$ cat src/rtl/pn_seq_monitor.sv
// Receive-side checker for the 2-bit PN flip-flop counter (00->11->01->10->00).
// Tracks lock, flags illegal transitions and rebuilds the per-bit P/N excitation.
module pn_seq_monitor #(
    parameter int LOCK_N = 3,
    parameter int CW     = 8
) (
    input  logic          Clk,
    input  logic          rst,
    input  logic          in_valid,
    input  logic [1:0]    state_in,
    output logic [1:0]    expected,
    output logic [1:0]    exc_p,
    output logic [1:0]    exc_n,
    output logic [1:0]    p_care,
    output logic [1:0]    n_care,
    output logic          locked,
    output logic          err,
    output logic [CW-1:0] err_count,
    output logic [CW-1:0] wrap_count
);

    // One spare bit so consec+1 never overflows when LOCK_N is 15.
    localparam int                CNT_W    = 5;
    localparam logic [CNT_W-1:0]  LOCK_LIM = CNT_W'(LOCK_N);

    typedef enum logic [1:0] {
        IDLE   = 2'd0,
        TRACK  = 2'd1,
        LOCKED = 2'd2
    } fsm_t;

    function automatic logic [1:0] pn_next(input logic [1:0] s);
        logic [1:0] n;
        unique case (s)
            2'b00:   n = 2'b11;
            2'b11:   n = 2'b01;
            2'b01:   n = 2'b10;
            default: n = 2'b00;
        endcase
        return n;
    endfunction

    function automatic logic [CW-1:0] sat_inc(input logic [CW-1:0] v);
        return (&v) ? v : v + CW'(1);
    endfunction

    function automatic logic [CW-1:0] wrap_inc(input logic [CW-1:0] v);
        return v + CW'(1);
    endfunction

    fsm_t             state_q, state_d;
    logic [1:0]       prev_q, prev_d;
    logic [CNT_W-1:0] consec_q, consec_d;
    logic [1:0]       expected_q, expected_d;
    logic [1:0]       exc_p_q, exc_p_d;
    logic [1:0]       exc_n_q, exc_n_d;
    logic [1:0]       p_care_q, p_care_d;
    logic [1:0]       n_care_q, n_care_d;
    logic             locked_q, locked_d;
    logic             err_q, err_d;
    logic [CW-1:0]    err_count_q, err_count_d;
    logic [CW-1:0]    wrap_count_q, wrap_count_d;

    logic [CNT_W-1:0] consec_inc;
    logic             seq_match;
    logic             is_wrap;

    assign consec_inc = consec_q + CNT_W'(1);
    assign seq_match  = (state_in == pn_next(prev_q));
    assign is_wrap    = (prev_q == 2'b10) && (state_in == 2'b00);

    always_ff @(posedge Clk or posedge rst) begin
        if (rst) begin
            state_q      <= IDLE;
            prev_q       <= '0;
            consec_q     <= '0;
            expected_q   <= '0;
            exc_p_q      <= '0;
            exc_n_q      <= '0;
            p_care_q     <= '0;
            n_care_q     <= '0;
            locked_q     <= 1'b0;
            err_q        <= 1'b0;
            err_count_q  <= '0;
            wrap_count_q <= '0;
        end else begin
            state_q      <= state_d;
            prev_q       <= prev_d;
            consec_q     <= consec_d;
            expected_q   <= expected_d;
            exc_p_q      <= exc_p_d;
            exc_n_q      <= exc_n_d;
            p_care_q     <= p_care_d;
            n_care_q     <= n_care_d;
            locked_q     <= locked_d;
            err_q        <= err_d;
            err_count_q  <= err_count_d;
            wrap_count_q <= wrap_count_d;
        end
    end

    always_comb begin
        state_d      = state_q;
        prev_d       = prev_q;
        consec_d     = consec_q;
        expected_d   = expected_q;
        exc_p_d      = exc_p_q;
        exc_n_d      = exc_n_q;
        p_care_d     = p_care_q;
        n_care_d     = n_care_q;
        locked_d     = locked_q;
        err_d        = 1'b0;
        err_count_d  = err_count_q;
        wrap_count_d = wrap_count_q;

        if (in_valid) begin
            prev_d     = state_in;
            expected_d = pn_next(state_in);
            unique case (state_q)
                IDLE: begin
                    consec_d = '0;
                    state_d  = TRACK;
                end
                default: begin
                    // A flop at 0 only reveals its P input, a flop at 1 only its N input.
                    for (int i = 0; i < 2; i++) begin
                        if (prev_q[i]) begin
                            exc_n_d[i]  = state_in[i];
                            n_care_d[i] = 1'b1;
                            exc_p_d[i]  = 1'b0;
                            p_care_d[i] = 1'b0;
                        end else begin
                            exc_p_d[i]  = state_in[i];
                            p_care_d[i] = 1'b1;
                            exc_n_d[i]  = 1'b0;
                            n_care_d[i] = 1'b0;
                        end
                    end

                    if (seq_match) begin
                        consec_d = (consec_inc >= LOCK_LIM) ? LOCK_LIM : consec_inc;
                        if (consec_inc >= LOCK_LIM) begin
                            state_d  = LOCKED;
                            locked_d = 1'b1;
                        end else begin
                            state_d  = TRACK;
                            locked_d = 1'b0;
                        end
                        if (is_wrap) begin
                            wrap_count_d = wrap_inc(wrap_count_q);
                        end
                    end else begin
                        // The offending sample becomes the new reference, so
                        // tracking resumes from it on the very next sample.
                        err_d       = 1'b1;
                        err_count_d = sat_inc(err_count_q);
                        consec_d    = '0;
                        state_d     = TRACK;
                        locked_d    = 1'b0;
                    end
                end
            endcase
        end
    end

    assign expected   = expected_q;
    assign exc_p      = exc_p_q;
    assign exc_n      = exc_n_q;
    assign p_care     = p_care_q;
    assign n_care     = n_care_q;
    assign locked     = locked_q;
    assign err        = err_q;
    assign err_count  = err_count_q;
    assign wrap_count = wrap_count_q;

endmodule

$ cat config.mk
export PLATFORM = sky130hd
export DESIGN_NAME = pn_seq_monitor
export DESIGN_NICKNAME = d
export VERILOG_FILES = /design/src/rtl/pn_seq_monitor.sv
export SDC_FILE = /design/constraint.sdc
export NUM_CORES = 1
export LEC_CHECK = 0
export ABC_AREA = 1
export BUFFER_PORTS_ARGS = -buffer_cell sky130_fd_sc_hd__buf_4
export CAP_MARGIN = 20
export CORE_ASPECT_RATIO = 1.75
export CORE_UTILIZATION = 56
export DETAILED_ROUTE_END_ITERATION = 7
export GPL_ROUTABILITY_DRIVEN = 0
export GPL_TIMING_DRIVEN = 0
export HOLD_SLACK_MARGIN = 0.12
export PLACE_DENSITY_LB_ADDON = 0.2
export SYNTH_ARGS = -nofsm -noshare
export SYNTH_HDL_FRONTEND = slang
export SYNTH_SLANG_ARGS = --single-unit
export TNS_END_PERCENT = 50
$ cat constraint.sdc
create_clock -name Clk -period 2 [get_ports Clk]
set_clock_uncertainty 0.05 [all_clocks]
set_input_delay 0.1 -clock Clk [delete_from_list [all_inputs] [get_ports Clk]]
set_output_delay 0.1 -clock Clk [all_outputs]
set_load 0.01 [all_outputs]
== After elaboration in Yosys (flattened, before gate mapping) ==
Index checks and enable logic that the tools add are counted.
Storage, ports and cells
  register bits after elaboration: 37
  bits of input ports: 5
  output and inout bits: 28
  logic and storage cells: 54
Operators by class
  muxes and demuxes: 21
  reduce and logical (&&, ||, !) cells: 8
  $lt $le $gt $ge: 1
  bitwise operators: 3
  add/subtract/negate cells: 3
  equal/unequal tests: 6
Operator list (count)
  $add A8 B1 Y8 const B: 2
  $mux W5: 3
  $mux W1: 13
  $pmux W2 S3: 2
  $reduce_and A4 Y1: 2
  $reduce_and A8 Y1: 1
  $eq A2 B2 Y1 const B: 3
  $logic_not A2 Y1: 3
  $mux W2: 3
  $add A5 B1 Y5 const B: 1
  $ge A5 B2 Y1 const B: 1
  $eq A2 B1 Y1 const B: 2
  $not A1 Y1: 3
  $eq A2 B2 Y1: 1
  $reduce_and A2 Y1: 1
  $logic_and A1 B1 Y1: 1

== Depth between registers and ports, before layout ==
  word-level depth: 6
  gate-level depth with buffers: 10
  mapped depth without buffers: 10

== Worst setup path before layout ==
Ideal clock, no wire load.
  kind: flip-flop to flip-flop
  from: reg prev_q[0]
  to: reg wrap_count_q[0], in the netlist wrap_count[0]
  path buffers: 0
  data arrival time: 1.430 ns
  setup time: 0.117 ns
  data required time: 1.833 ns
  period minus slack after synthesis: 1.597 ns
  cell stages (with the launch flop): 11
  setup slack: 0.403 ns
  path through: dfrtp_1 > inv_1 > ha_1 > inv_1 > nand2_1 > nand2_1 > nand2_1 > nor2_1 > nand3_2 > nand2_1 > nand2_1
On the way
  cells in the longest elaborated chain, start to end: 4
  elaborated cells between the ends (all ways): 8
  classes of those cells: eq/ne (4); mux (1); reduce/logical (3)
RTL lines
  from (decl): RTL line 52  | logic [1:0] prev_q, prev_d;
  from (signal assigned): RTL line 88  | prev_q <= prev_d;
  $eq A2 B1 Y1, or another cell as far along: RTL line 34  | unique case (s)
  $pmux W2 S3: RTL line 34
  $eq A2 B2 Y1: RTL line 69  | assign seq_match = (state_in == pn_next(prev_q));
  $reduce_and A4 Y1 (no source line) (*)
  to (signal assigned): RTL line 98  | wrap_count_q <= wrap_count_d;
  to (decl): RTL line 62  | logic [CW-1:0] wrap_count_q, wrap_count_d;
Every way passes the cells marked *; elsewhere a longest branch is shown, timed or not.
A chain may end at the register's enable or synchronous reset.

==> flow_summary.yaml <==
outcome:
  status: "completed"
power_and_ir_drop:
  p_comb_frac: 0.315
  pwr-share-seq: 0.463
  p_switching_mw: 0.765
  swShare: 0.346
  ir_worst_vdd_v: 0.000753
  leakage_nw: 1.36
  intPower_mw: 1.45
  clockPowerShare: 0.222
  power_density_mw_per_mm2: 897
die:
  dieArea_mm2: 0.00384
  num_rows: 28
  start_util: 0.591
  die_y_um: 81.2
  die_width_um: 47.3
  ios: 33
  core_mm2: 0.00340
critical_path:
  r2r_setup_slack_ns: 0.22
  cp_cell_sequence: "dlygate4sd3_1 > buf_4 > nand2_1 > dlygate4sd3_1 > o21ai_0 > dlygate4sd3_1"
  crit_required_ns: 2.12
  critPathMaxStageDelay_ns: 0.56
  timing.critical_path.from_type: "primary input"
  reg2reg_from: "prev_q[0]"
  timing.rr.end: "wrap_count[0]"
  endpoint_kind: "register"
  cp_data_arrival_time_ns: 2.05
  worst-path-max-fanout: 10
  slowest_stage: "dlygate4sd3_1"
  critical_path_class: "in2reg"
  crit_top_cell: "dlygate4sd3_1"
  crit_start: "in_valid"
  reg2reg_depth: 10
layout:
  final_util: 0.726
  area_growth_pct: 22.9
  multi_input_area_um2: 936
  num_antenna_cells: 0
  fin_area_mm2: 0.00247
  seq_area_um2: 926
  fill_cells: 283
  nets: 308
  drive_gt1_frac: 0.180
  final-instance-count-excl-fill: 339
sta:
  hold_viol: 0
  rsz0062_at_grt: "no"
  period_needed_ns: 1.93
  max_freq_mhz: 518
  period_share: 0.964
  fin_tns_setup_ns: 0
  finalMaxSlewViolations: 0
  tightest_slew_ns: 0.784
  whs_ns: 0.431
  finalSetupViolCount: 0
  relSlewSlack: 0.477
clocking:
  insertion_delay_ns: 0.29
  cts_buffer_depth: 2
  cts.sinks: 37
  clk_pin_slew_ns: 0.06
  cts_tree: "yes"
  post-cts-setup-buffers: 0
  cts_buffers: 5
  ctsHtreeMaxLevel: 2
  root_buffer: "clkbuf_8"
detailed_routing:
  drtAntennaViolNets: 0
  maxUsedRoutingLayer: "met4"
  routedWlPerCell_um: 11.7
  via_per_inst: 5.15
  wl_met1_mm: 1.68
  wl_met2_mm: 2.10
  vias: 1747
  wl_mm: 3.97
  wl_met3_um: 101
  first_pass_iters: 4
  initialDrtViolationCount: 32
  drcViolationCount: 0
global_route:
  grt_start_max_net_pins: 20
  grt_pass1_vias: 1588
  grt_pass1_wl_mm: 6.67
  overflow: 0
  grt.total_usage: 0.242
  grt_antenna_before_repair: 0
placed_design:
  post-place-cells: 325
  post-dp-hpwl_mm: 2.88
  dpl-instance-area_mm2: 0.00232
  io_buffers: 31
flow_run:
  cap_violations: 0
min_path:
  whs_path_depth: 2
  hold_end: "p_care[0]"
  hold_path.class: "reg2reg"
  hp-start: "p_care[0]"
yosys:
  seq_area_frac_synth: 0.461
  synth_cell_types: 25
  synthesis.area_mm2: 0.00201
  syn_inst: 248
  ys_warn_count: 0
  syn_area_per_cell_um2: 8.10
  syn-num-nets: 263
  ys_ff_latch: 37
## flip-flops by register name, summed over array words and instances, names as in the netlist
signal,count
exc_p,2
locked,1
state_q,2
err_count,8
err,1
wrap_count,8
prev_q,2
consec_q,5
expected,2
exc_n,2
p_care,2
n_care,2
## per-layer routing
layer / vias up / GRT usage
met4: 0 / 0.134
met5: - / 0
li1: 883 / -
met2: 31 / 0.385
met1: 826 / 0.298
met3: 7 / 0.0400
## through the flow
| step | worst slack [ns] | power, mW |
|---|---|---|
| floorplan | 0.403 | 1.44 |
| global placement | 0.194 | 1.70 |
| detailed placement | 0.139 | 1.73 |
| CTS | 0.116 | 2.24 |
| global route | 0.0266 | 2.36 |
| finish | 0.0711 | 2.21 |
## power by group through the flow
stage	Clock [mW]	Combinational [mW]	Sequential, mW
after floorplan	0	0.379	1.06
after detailed placement	0	0.693	1.03
after CTS	0.508	0.707	1.02
after global placement	0	0.664	1.03
final	0.492	0.697	1.02
after global routing	0.532	0.786	1.04
## logic make-up (layout without fill, tap and decap cells)
kind of cell	Yosys count	count (layout)	share of synthesized area
AO/OA/AOI/OAI	15	15	0.0411
XOR/XNOR	7	7	0.0305
adder cells (fa/ha/maj)	10	10	0.0623
buffers and inverters	35	81	0.0741
flip-flops	37	37	0.461
AND/OR/NAND/NOR	144	144	0.331
## cells in the mapped netlist, drive strengths merged
library cell,n,area [µm²]
nand2,92,345
o31ai,1,7.51
o21a,2,15.0
xor2,3,26.3
dfrtp,37,926
nand3,23,148
buf,3,23.8
inv,31,121
o21ai,10,50.1
nand3b,1,7.51
nor2,16,88.8
ha,10,125
clkinv,1,3.75
nand4,12,75.1
a21oi,2,10.0
xnor2,4,35.0
## cells in the final DEF, fill, tap and decap left out
| cell type | n |
|---|---|
| dfrtp_1 | 37 |
| xnor2_1 | 4 |
| buf_16 | 1 |
| nand2_1 | 92 |
| o21a_1 | 2 |
| nand3_1 | 18 |
| nor2_8 | 1 |
| clkbuf_1 | 3 |
| nor2_2 | 3 |
| buf_2 | 1 |
| xor2_1 | 3 |
| clkinv_1 | 1 |
| o21ai_0 | 10 |
| buf_6 | 1 |
| inv_1 | 28 |
| ha_1 | 10 |
| clkbuf_8 | 5 |
| inv_2 | 1 |
| inv_4 | 2 |
| nand4_1 | 12 |
| nor2_4 | 1 |
| dlygate4sd3_1 | 6 |
| nand3_4 | 1 |
| nor2_1 | 11 |
| nand3_2 | 4 |
| buf_4 | 32 |
| o31ai_1 | 1 |
| nand3b_1 | 1 |
| a21oi_1 | 2 |
## cell type report
class,instances,area share
multi-input combinational,176,0.379
timing repair buffer,38,0.130
tap,45,0.0228
inverter,32,0.0507
sequential,37,0.375
buffer,3,0.00963
clock buffer,8,0.0325
## critical path: cells and delay by family
kind / cells / cell delay, ns
buf+inv: 4 / 1.81
simple gates: 1 / 0.06
compound gates: 1 / 0.07
## worst max path at each step
stage / to / slack [ns]
after global placement: wrap_count[1] / 0.19
after global routing: wrap_count[0] / 0.03
after CTS: prev_q[0] / 0.12
after detailed placement: wrap_count[0] / 0.14
after floorplan: wrap_count[0] / 0.40
final: prev_q[0] / 0.07
## what timing repair did
action / CTS / global route
endpoints found under the hold margin: 28 / 0
hold buffers: 6 / 0
resized for setup: 0 / 1
setup endpoints to repair: 0 / 8
No activity file was read; power rests on OpenSTA's default activity.
